===== config.mk =====
export PLATFORM = sky130hd
export DESIGN_NAME = dp_ram_sync
export DESIGN_NICKNAME = d
export VERILOG_FILES = /design/src/rtl/dp_ram_pkg.sv /design/src/rtl/dp_ram_core.sv /design/src/rtl/dp_ram_sync.sv
export SDC_FILE = /design/constraint.sdc
export NUM_CORES = 1
export LEC_CHECK = 0
export ABC_CLOCK_PERIOD_IN_PS = 2840
export BUFFER_PORTS_ARGS = -buffer_cell sky130_fd_sc_hd__buf_2
export CORE_MARGIN = 8
export CORE_UTILIZATION = 23
export CTS_BUF_LIST = sky130_fd_sc_hd__clkbuf_16
export CTS_CLUSTER_DIAMETER = 30
export DETAILED_ROUTE_END_ITERATION = 10
export PLACE_DENSITY_LB_ADDON = 0.1
export RECOVER_POWER = 50
export SYNTH_ARGS = -nofsm -noshare
export SYNTH_HDL_FRONTEND = slang
export SYNTH_SLANG_ARGS = --single-unit

===== constraint.sdc =====
create_clock -name clk -period 2.84 [get_ports clk]
set_clock_uncertainty 0.1 [all_clocks]
set_input_delay 0.426 -clock clk [delete_from_list [all_inputs] [get_ports clk]]
set_output_delay 0.426 -clock clk [all_outputs]
set_load 0.03 [all_outputs]

===== src/rtl/dp_ram_pkg.sv =====
// Shared types and helpers for the dp_ram_sync RAM: FSM states, parity, read-latency limits.
package dp_ram_pkg;

  typedef enum logic [0:0] {
    ST_INIT = 1'b0,
    ST_RUN  = 1'b1
  } state_e;

  localparam int RD_LAT_MIN = 1;
  localparam int RD_LAT_MAX = 2;
  localparam int PAR_MAX_W  = 64;

  function automatic logic rd_lat_legal(input int lat);
    return (lat >= RD_LAT_MIN) && (lat <= RD_LAT_MAX);
  endfunction

  // Even-parity bit: data plus this bit always holds an even number of ones.
  function automatic logic even_par(input logic [PAR_MAX_W-1:0] d);
    return ^d;
  endfunction

endpackage


===== src/rtl/dp_ram_core.sv =====
// Bare storage array for dp_ram_sync: one synchronous write port and one registered read port.
module dp_ram_core
  import dp_ram_pkg::*;
#(
  parameter int DW     = 8,
  parameter int DEPTH  = 16,
  parameter int ADDR_W = 4
) (
  input  logic              clk,
  input  logic              rst_n,
  input  logic              we_i,
  input  logic [ADDR_W-1:0] waddr_i,
  input  logic [DW-1:0]     wdata_i,
  input  logic              re_i,
  input  logic [ADDR_W-1:0] raddr_i,
  output logic [DW-1:0]     rdata_o
);

  logic [DW-1:0] mem_q [DEPTH];
  logic [DW-1:0] rdata_q;

  // Storage itself is never reset; clearing is done by the owner's init sweep.
  always_ff @(posedge clk) begin
    if (we_i) begin
      mem_q[waddr_i] <= wdata_i;
    end
  end

  always_ff @(posedge clk or negedge rst_n) begin
    if (!rst_n) begin
      rdata_q <= {DW{1'b0}};
    end else if (re_i) begin
      rdata_q <= mem_q[raddr_i];
    end
  end

  assign rdata_o = rdata_q;

endmodule


===== src/rtl/dp_ram_sync.sv =====
// Single-clock simple dual-port RAM with init sweep, write-first bypass and 1/2-cycle read latency.
// Optional per-word even parity with error injection is enabled by defining DP_RAM_PARITY_EN.
module dp_ram_sync
  import dp_ram_pkg::*;
#(
  parameter int               WIDTH    = 8,
  parameter int               DEPTH    = 16,
  parameter int               ADDR_W   = 4,
  parameter int               RD_LAT   = 1,
  parameter logic [WIDTH-1:0] INIT_VAL = {WIDTH{1'b0}}
) (
  input  logic              clk,
  input  logic              rst_n,
  input  logic              clr_i,
  input  logic              wr_en_i,
  input  logic [ADDR_W-1:0] wr_addr_i,
  input  logic [WIDTH-1:0]  wr_data_i,
  input  logic              rd_en_i,
  input  logic [ADDR_W-1:0] rd_addr_i,
  output logic [WIDTH-1:0]  rd_data_o,
  output logic              rd_valid_o,
  output logic              init_busy_o
`ifdef DP_RAM_PARITY_EN
  ,
  output logic              parity_err_o,
  input  logic              err_inj_i
`endif
);

`ifdef DP_RAM_PARITY_EN
  localparam int PW = 1;
`else
  localparam int PW = 0;
`endif
  localparam int                DW      = WIDTH + PW;
  localparam logic [ADDR_W:0]   DEPTH_C = (ADDR_W + 1)'(DEPTH);
  localparam logic [ADDR_W-1:0] LAST_C  = ADDR_W'(DEPTH - 1);

  if (!rd_lat_legal(RD_LAT)) begin : g_bad_lat
    $error("dp_ram_sync: RD_LAT must be 1 or 2");
  end

  state_e            state_q, state_d;
  logic [ADDR_W-1:0] cnt_q, cnt_d;
  logic              busy_q;

  logic              run_s, wr_in_range_s, rd_in_range_s;
  logic              wr_acc_s, rd_acc_s, byp_s;
  logic              core_we_s;
  logic [ADDR_W-1:0] core_waddr_s;
  logic [DW-1:0]     core_wdata_s, core_rdata_s;
  logic [DW-1:0]     user_word_s, init_word_s;

  logic              vld1_q, byp_q, oor_q;
  logic [WIDTH-1:0]  byp_data_q;
  logic [WIDTH-1:0]  s1_data_s;

  assign run_s         = (state_q == ST_RUN);
  assign wr_in_range_s = ({1'b0, wr_addr_i} < DEPTH_C);
  assign rd_in_range_s = ({1'b0, rd_addr_i} < DEPTH_C);
  assign wr_acc_s      = run_s & wr_en_i & wr_in_range_s;
  assign rd_acc_s      = run_s & rd_en_i;
  // An accepted write already implies an in-range address, so the read is in range too.
  assign byp_s         = wr_acc_s & rd_acc_s & (wr_addr_i == rd_addr_i);

`ifdef DP_RAM_PARITY_EN
  assign user_word_s = {even_par(PAR_MAX_W'(wr_data_i)) ^ err_inj_i, wr_data_i};
  assign init_word_s = {even_par(PAR_MAX_W'(INIT_VAL)), INIT_VAL};
`else
  assign user_word_s = wr_data_i;
  assign init_word_s = INIT_VAL;
`endif

  // Init FSM next state and sweep counter.
  always_comb begin
    state_d = state_q;
    cnt_d   = cnt_q;
    case (state_q)
      ST_INIT: begin
        if (clr_i) begin
          cnt_d = {ADDR_W{1'b0}};
        end else if (cnt_q == LAST_C) begin
          state_d = ST_RUN;
          cnt_d   = {ADDR_W{1'b0}};
        end else begin
          cnt_d = cnt_q + ADDR_W'(1);
        end
      end
      ST_RUN: begin
        if (clr_i) begin
          state_d = ST_INIT;
          cnt_d   = {ADDR_W{1'b0}};
        end else begin
          state_d = ST_RUN;
        end
      end
      default: begin
        state_d = ST_INIT;
        cnt_d   = {ADDR_W{1'b0}};
      end
    endcase
  end

  // FSM state, sweep counter and registered busy flag.
  always_ff @(posedge clk or negedge rst_n) begin
    if (!rst_n) begin
      state_q <= ST_INIT;
      cnt_q   <= {ADDR_W{1'b0}};
      busy_q  <= 1'b1;
    end else begin
      state_q <= state_d;
      cnt_q   <= cnt_d;
      busy_q  <= (state_d == ST_INIT);
    end
  end

  // Write-port mux: the sweep owns the port outside RUN.
  always_comb begin
    core_we_s    = 1'b0;
    core_waddr_s = wr_addr_i;
    core_wdata_s = user_word_s;
    if (run_s) begin
      core_we_s    = wr_acc_s;
      core_waddr_s = wr_addr_i;
      core_wdata_s = user_word_s;
    end else begin
      core_we_s    = 1'b1;
      core_waddr_s = cnt_q;
      core_wdata_s = init_word_s;
    end
  end

  dp_ram_core #(
    .DW     (DW),
    .DEPTH  (DEPTH),
    .ADDR_W (ADDR_W)
  ) u_core (
    .clk     (clk),
    .rst_n   (rst_n),
    .we_i    (core_we_s),
    .waddr_i (core_waddr_s),
    .wdata_i (core_wdata_s),
    .re_i    (rd_acc_s & rd_in_range_s & ~byp_s),
    .raddr_i (rd_addr_i),
    .rdata_o (core_rdata_s)
  );

  // First read stage: capture how the result must be sourced alongside the array read.
  always_ff @(posedge clk or negedge rst_n) begin
    if (!rst_n) begin
      vld1_q     <= 1'b0;
      byp_q      <= 1'b0;
      oor_q      <= 1'b0;
      byp_data_q <= {WIDTH{1'b0}};
    end else begin
      vld1_q <= rd_acc_s;
      if (rd_acc_s) begin
        byp_q      <= byp_s;
        oor_q      <= ~rd_in_range_s;
        byp_data_q <= wr_data_i;
      end
    end
  end

  // Stage-1 result select; all sources only change on an accepted read, so the value holds.
  always_comb begin
    s1_data_s = core_rdata_s[WIDTH-1:0];
    if (byp_q) begin
      s1_data_s = byp_data_q;
    end else if (oor_q) begin
      s1_data_s = INIT_VAL;
    end else begin
      s1_data_s = core_rdata_s[WIDTH-1:0];
    end
  end

`ifdef DP_RAM_PARITY_EN
  logic s1_perr_s;
  assign s1_perr_s = vld1_q & ~byp_q & ~oor_q &
                     (even_par(PAR_MAX_W'(core_rdata_s[WIDTH-1:0])) ^ core_rdata_s[WIDTH]);
`endif

  if (RD_LAT == 2) begin : g_lat2
    logic [WIDTH-1:0] rd_data_q;
    logic             rd_valid_q;
`ifdef DP_RAM_PARITY_EN
    logic             perr_q;
`endif

    // Extra output register stage for the two-cycle latency build.
    always_ff @(posedge clk or negedge rst_n) begin
      if (!rst_n) begin
        rd_data_q  <= {WIDTH{1'b0}};
        rd_valid_q <= 1'b0;
`ifdef DP_RAM_PARITY_EN
        perr_q     <= 1'b0;
`endif
      end else begin
        rd_valid_q <= vld1_q;
`ifdef DP_RAM_PARITY_EN
        perr_q     <= s1_perr_s;
`endif
        if (vld1_q) begin
          rd_data_q <= s1_data_s;
        end
      end
    end

    assign rd_data_o  = rd_data_q;
    assign rd_valid_o = rd_valid_q;
`ifdef DP_RAM_PARITY_EN
    assign parity_err_o = perr_q;
`endif
  end else begin : g_lat1
    assign rd_data_o  = s1_data_s;
    assign rd_valid_o = vld1_q;
`ifdef DP_RAM_PARITY_EN
    assign parity_err_o = s1_perr_s;
`endif
  end

  assign init_busy_o = busy_q;

endmodule


Word level (Yosys, flattened, before mapping)
Memory sizes are Yosys's and may differ from the RTL's. A register that Yosys moved wholly into a read port is not among the register bits.
Cells that the tools add are included.
{"block": "classes", "add_sub_neg": 1, "n_eq_ne": 3, "mux": 14, "bitwise": 8, "n_reduce_logical": 1}
{"cell": "two-way mux 4 bit", "n": 4}
{"cell": "two-way mux 8 bit", "n": 2}
{"cell": "case mux 4 bit (2 select lines)", "n": 1}
{"cell": "two-way mux 1 bit", "n": 6}
{"cell": "AND 1 bit", "n": 5}
{"cell": "adder 4 x 1 -> 4 bit, second input constant", "n": 1}
{"cell": "equality test 4 bit", "n": 1}
{"cell": "equality test 4 bit, second input constant", "n": 1}
{"cell": "inverter 1 bit", "n": 3}
{"cell": "inequality test 2 bit, second input constant", "n": 1}
{"cell": "case mux 1 bit (2 select lines)", "n": 1}
{"cell": "logical NOT 1 bit", "n": 1}
{"block": "totals", "reg_bits": 16, "ramBits": 128, "out_inout_bits": 10, "wordCells": 34, "memories": 1}
{"memory": "u_core.mem_q", "depth": 16, "word_bits": 8, "read_ports": 1, "rd_ports_with_merged_regs": 1, "write_ports": 1, "line": "dp_ram_core.sv:19", "text": "logic [DW-1:0] mem_q [DEPTH];"}

Logic depth before layout (Yosys ltp)
{"block": "depth", "depth_word": 5, "depth_mapped": 7, "depth_no_buf": 5}

By module
A second synthesis with hierarchy kept.
{"block": "unflattened", "cells_unflattened": 314, "hier_area_um2": 6257.3}
{"module": "dp_ram_core", "instances": 1, "cells_per_inst": 240, "area_each_um2": 5331.4}
{"module": "dp_ram_sync", "instances": 1, "cells_per_inst": 74, "area_each_um2": 925.9}

Least setup slack after synthesis
No wires, ideal clock.
{"block": "synth_path", "path_kind": "reg2reg", "from": "reg state_q (netlist: run_s)", "to": "mem u_core.mem_q[1][0] (enable)", "setup_time_ns": 0.370, "arrival_time_ns": 1.526, "slack_ns": 0.844, "stages_incl_launch_ff": 6, "path_buffers": 2, "period_less_slack_ns": 1.996, "cell_sequence": "dfrtp_1 > clkbuf_1 > clkbuf_1 > nand2_1 > o32a_1 > nor2_1"}
{"block": "synth_via", "elab_chain_len": 4, "elab_cells_between_ends": 5, "classes_between": "mux (4); bitwise (1)"}
{"item": "start: declaration", "line": "dp_ram_sync.sv:43", "text": "state_e state_q, state_d;"}
{"item": "start signal: assignment", "line": "dp_ram_sync.sv:111", "text": "state_q <= state_d;"}
{"item": "AND 1 bit", "line": "dp_ram_sync.sv:61", "text": "assign wr_acc_s = run_s & wr_en_i & wr_in_range_s;"}
{"item": "two-way mux 1 bit", "line": "dp_ram_sync.sv:122", "text": "if (run_s) begin"}
{"item": "two-way mux 1 bit", "line": "dp_ram_core.sv:24", "text": "if (we_i) begin"}
{"item": "two-way mux 1 bit (implied by the code)", "line": "dp_ram_core.sv:25", "text": "mem_q[waddr_i] <= wdata_i;"}
{"item": "end: declaration", "line": "dp_ram_core.sv:19"}
Several ways; a longest one is shown, not always the timed one.

Final worst setup path
{"block": "layout_path", "from": "reg state_q (netlist: run_s)", "to": "reg u_core.rdata_q[0] (netlist: u_core.rdata_o[0]), read port of u_core.mem_q"}
{"block": "layout_via", "elab_chain_len": 5, "elab_cells_between_ends": 6, "classes_between": "bitwise (6)"}
{"item": "AND 1 bit (on tied branches)", "line": "dp_ram_sync.sv:61, dp_ram_sync.sv:62"}
{"item": "AND 1 bit (2 in a row)", "line": "dp_ram_sync.sv:64", "text": "assign byp_s = wr_acc_s & rd_acc_s & (wr_addr_i == rd_addr_i);"}
{"item": "inverter 1 bit", "line": "dp_ram_sync.sv:143", "text": ".re_i (rd_acc_s & rd_in_range_s & ~byp_s),"}
{"item": "AND 1 bit (*)", "line": "dp_ram_sync.sv:143"}
{"item": "end: declaration", "line": "dp_ram_core.sv:20", "text": "logic [DW-1:0] rdata_q;"}
Mark *: on every way between the ends. The rest lies on a longest branch, timed or not.
A chain may end at the register's enable or synchronous reset.

==> parameters.txt <==
Parameter                              Value

Pwr
  Peak supply drop    between 300 and 400 µV
  Internal power    around 0.0038 W
  Switching Share    between 20% and 30%
  Leak Pwr    around 2.7 nW
  Part of the total power dissipated in sequential elements    about half
  Clk pwr share    42.0%
  Total net switching power    ~0.0011 W
  Combinational group share of total power    between 7 and 8%
  Power density of the placed cells    ~660 mW/mm²

STA
  Minimum clock period    about 2.4 ns
  Sum Neg Setup Slack    0 ns
  Unrepaired setup endpoints after global routing    no
  Worst hold slack across all endpoints    between 0.1 and 0.15 ns
  Slew at the pin closest to its max-slew limit    1.53 ns
  Max transition margin    -1.94%
  Count of pins over their slew limit    25
  Final Hold Vio Count    0
  Setup-violating endpoint count in the final report    0
  Share of the clock period used by the worst path after layout    a little over four fifths
  Fmax achieved    roughly 0.42 GHz

Route
  WL per Instance    21.0 µm
  Final wirelength    between 15000 and 20000 µm
  Post-DR vias/cell    ~4.3
  Antenna violation net count after detailed routing    0
  Number of vias after detailed routing    3210
  Violation count after the first detailed-routing iteration    192
  First-pass iteration count of the detailed router    4
  DR DRC count    0

Finish
  Core occupancy in the finished layout    between 20 and 30%
  Layout fillers    between 2000 and 3000
  Finished Layout Cells    754
  Ratio of cells with drive above 1 in the final layout    between 30% and 40%
  Nets    around 420
  Footprint of the flip-flops and latches    0.00445 mm²
  Area Overhead vs Synth    18.2%
  Post-route cell area    roughly 0.0075 mm²
  Footprint of the multi-input gates    0.00172 mm²
  Antenna cells    0

Synthesis
  Post-synth EDFFs    between 100 and 150
  Ranking of synthesized cells by instance count    edfxtp_1, nor2_1, mux2i_1
  Sequential cell area fraction in the yosys report    70.2%
  Area share of the leading cell type in the synthesized netlist    between 60 and 70%
  Asr flop ratio synth    ~16%
  Count of distinct cell types in the synthesized netlist    42
  Area contributors post-synth    edfxtp_1, dfrtp_1, mux4_2, mux2i_1, mux2_2
  Largest area contributor in the synthesized netlist    edfxtp_1
  Seq cells post-synth    152
  Most used flip-flop cell after synthesis    edfxtp_1
  Cell with the most instances after synthesis    edfxtp_1
  Syn avg cell area    about 19 µm²
  Synth Instances    roughly 340
  Warnings from Yosys    0
  Number of nets produced by synthesis    364
  Post-synthesis instance area    between 0.006 and 0.007 mm²

Run status
  Result of the run    finished, violations left
  Violated checks    max-capacitance violations, max-slew violations

Clocking
  Clock Path Buffers    2
  Root buffer cell    clkbuf_16
  # resized after CTS    0
  Clock insertion delay at the later pin of the skew report    between 0.4 and 0.5 ns
  Clock transition at the registers of the reported paths    0.06 ns
  CTS tree    built
  Total number of H-tree levels    4
  Inserted Clock Buffers    17
  Sinks on Clock Net    152

Worst setup path
  Series of cell instances along the critical path    clkbuf_1 -> nand2_1 -> buf_4 -> a31oi_4 -> buf_4 -> mux2_4
  Largest fanout on the critical path    16
  Required time of the critical path    slightly above 3 ns
  CP Launch Type    flop
  Startpoint of the worst setup timing path    run_s$_DFF_PN0_
  Worst stage delay on the critical path    a little over 0.6 ns
  Cell with the largest stage delay on the worst path    dfrtp_1
  Worst path most repeated cell    buf_4
  Reg-to-Reg Start    run_s$_DFF_PN0_
  Crit path arrival time    between 2 and 3 ns
  Worst setup path class    reg -> reg
  Nature of the critical path endpoint    flop

Die
  Height of the chip    between 150 and 200 µm
  Top Ports    31
  Starting utilization of the core area    between 20% and 30%
  Floorplan row count    60
  Die width    around 180 µm
  DIE AREA    between 0.03 and 0.04 mm²
  Placeable core region    ~0.027 mm²

Placed design
  Global placement routability congestion    ~0.72
  Placement Cell Area    approximately 0.007 mm²
  HPWL reported at the end of detailed placement    10500 µm
  Post-placement cell count    about 700
  Total of buffers placed on input and output ports    30

GRT
  Global-route wire length before repair    roughly 24000 µm
  Pin count of the biggest net entering global routing    26
  Vias in the first global route    roughly 3400
  Antenna violations before repair    0
  GRT Residual Overflow    0
  GRT Util Overall    under 10%

Job
  Max-cap violations    1

Worst hold path
  HP Start    clr_i
  Worst min-delay path category    in -> reg
-- worst max-delay path: cells and delay by family (launching register included) --
kind | cells | cell delay, ns
compound gates | 1 | 0.15
flops | 1 | 0.62
simple gates | 1 | 0.10
mux | 1 | 0.31
buf+inv | 3 | 0.97
-- area by class of cell --
type	count	area share [%]
Clock buffer	17	5.68
Clock inverter	15	1.57
Inverter	5	0.251
Multi-Input combinational cell	167	23.0
Sequential cell	152	59.4
Tap cell	341	5.70
Timing Repair Buffer	57	4.36
-- per-stage QoR --
step	total power [W]	setup slack (ns)
6_report	0.00492	0.457
5_1_grt	0.00510	0.259
4_1_cts	0.00501	0.645
3_5_place_dp	0.00291	0.660
3_3_place_gp	0.00291	0.666
2_1_floorplan	0.00277	0.844
-- registers in the layout, summed over array words and instances (netlist names) --
name / count
cnt_q: 4
byp_q: 1
run_s: 1
rd_valid_o: 1
u_core.mem_q: 128
init_busy_o: 1
byp_data_q: 8
u_core.rdata_o: 8
-- timing repair --
| action | in CTS | in global routing |
|---|---|---|
| endpoints found under the setup margin | 0 | 0 |
| hold buffers | 1 | 0 |
| endpoints found under the hold margin | 23 | 0 |
| setup buffers | 0 | 0 |
-- cell families (layout without fill, tap and decap cells) --
kind of cell,count (synthesis),after routing,synth area share [%]
and+or+nand+nor,59,59,4.80
adders and majority gates,1,1,0.198
DFF,152,152,70.2
xor gates and xnor gates,5,5,0.692
muxes,74,74,17.9
buffers and inverters,23,94,2.57
AOI/OAI and AO/OA,28,28,3.64
-- worst paths after layout --
| kind | endpoint | slack, ns | depth (start not counted) |
|---|---|---|---|
| max | u_core.rdata_o[0]$_DFFE_PN0P_ | 0.46 | 6 |
| min | cnt_q[0]$_DFFE_PN0P_ | 0.15 | 2 |
| max reg2reg | u_core.rdata_o[0]$_DFFE_PN0P_ | 0.46 | 6 |
| min reg2reg | byp_data_q[2]$_DFFE_PN0P_ | 0.41 | 1 |
| max in group asynchronous | u_core.rdata_o[5]$_DFFE_PN0P_ | 0.92 | 2 |
| min in group asynchronous | cnt_q[2]$_DFFE_PN0P_ | 0.82 | 2 |
-- power groups by stage --
stage	sequential (W)	combinational, W	clock, W
after floorplan	0.00253	0.000245	0
after global placement	0.00254	0.000368	0
after detailed placement	0.00255	0.000369	0
after CTS	0.00250	0.000371	0.00214
after global routing	0.00251	0.000385	0.00221
final	0.00250	0.000353	0.00207
-- metal layers --
layer	part of all wire, %	vias up	wire length [µm]	track usage [%]
met5	0	-	0	0
met4	0.55	0	87	2.95
met3	4.2	5	661	2.85
met2	47	63	7420	15.5
met1	48	1672	7670	13.2
li1	-	1470	-	-
-- layout by cell type (no fill, tap or decap), types with 5 or more instances in the layout --
| cell type | synthesis | layout |
|---|---|---|
| mux2i_1 | 25 | 25 |
| and2_1 | 9 | 5 |
| buf_4 | 2 | 15 |
| mux2_4 | 8 | 8 |
| mux4_2 | 20 | 20 |
| a21oi_1 | 5 | 5 |
| nor2b_2 | 6 | 6 |
| o22ai_1 | 7 | 7 |
| mux4_1 | 5 | 5 |
| dfrtp_1 | 23 | 23 |
| clkbuf_1 | 6 | 13 |
| nor2_1 | 28 | 28 |
| edfxtp_1 | 128 | 128 |
| inv_1 | 4 | 6 |
| mux2_2 | 16 | 16 |
| a221o_2 | 5 | 5 |
| clkbuf_16 | 0 | 17 |
| buf_2 | 3 | 27 |
No activity file was read; power rests on OpenSTA's default activity.
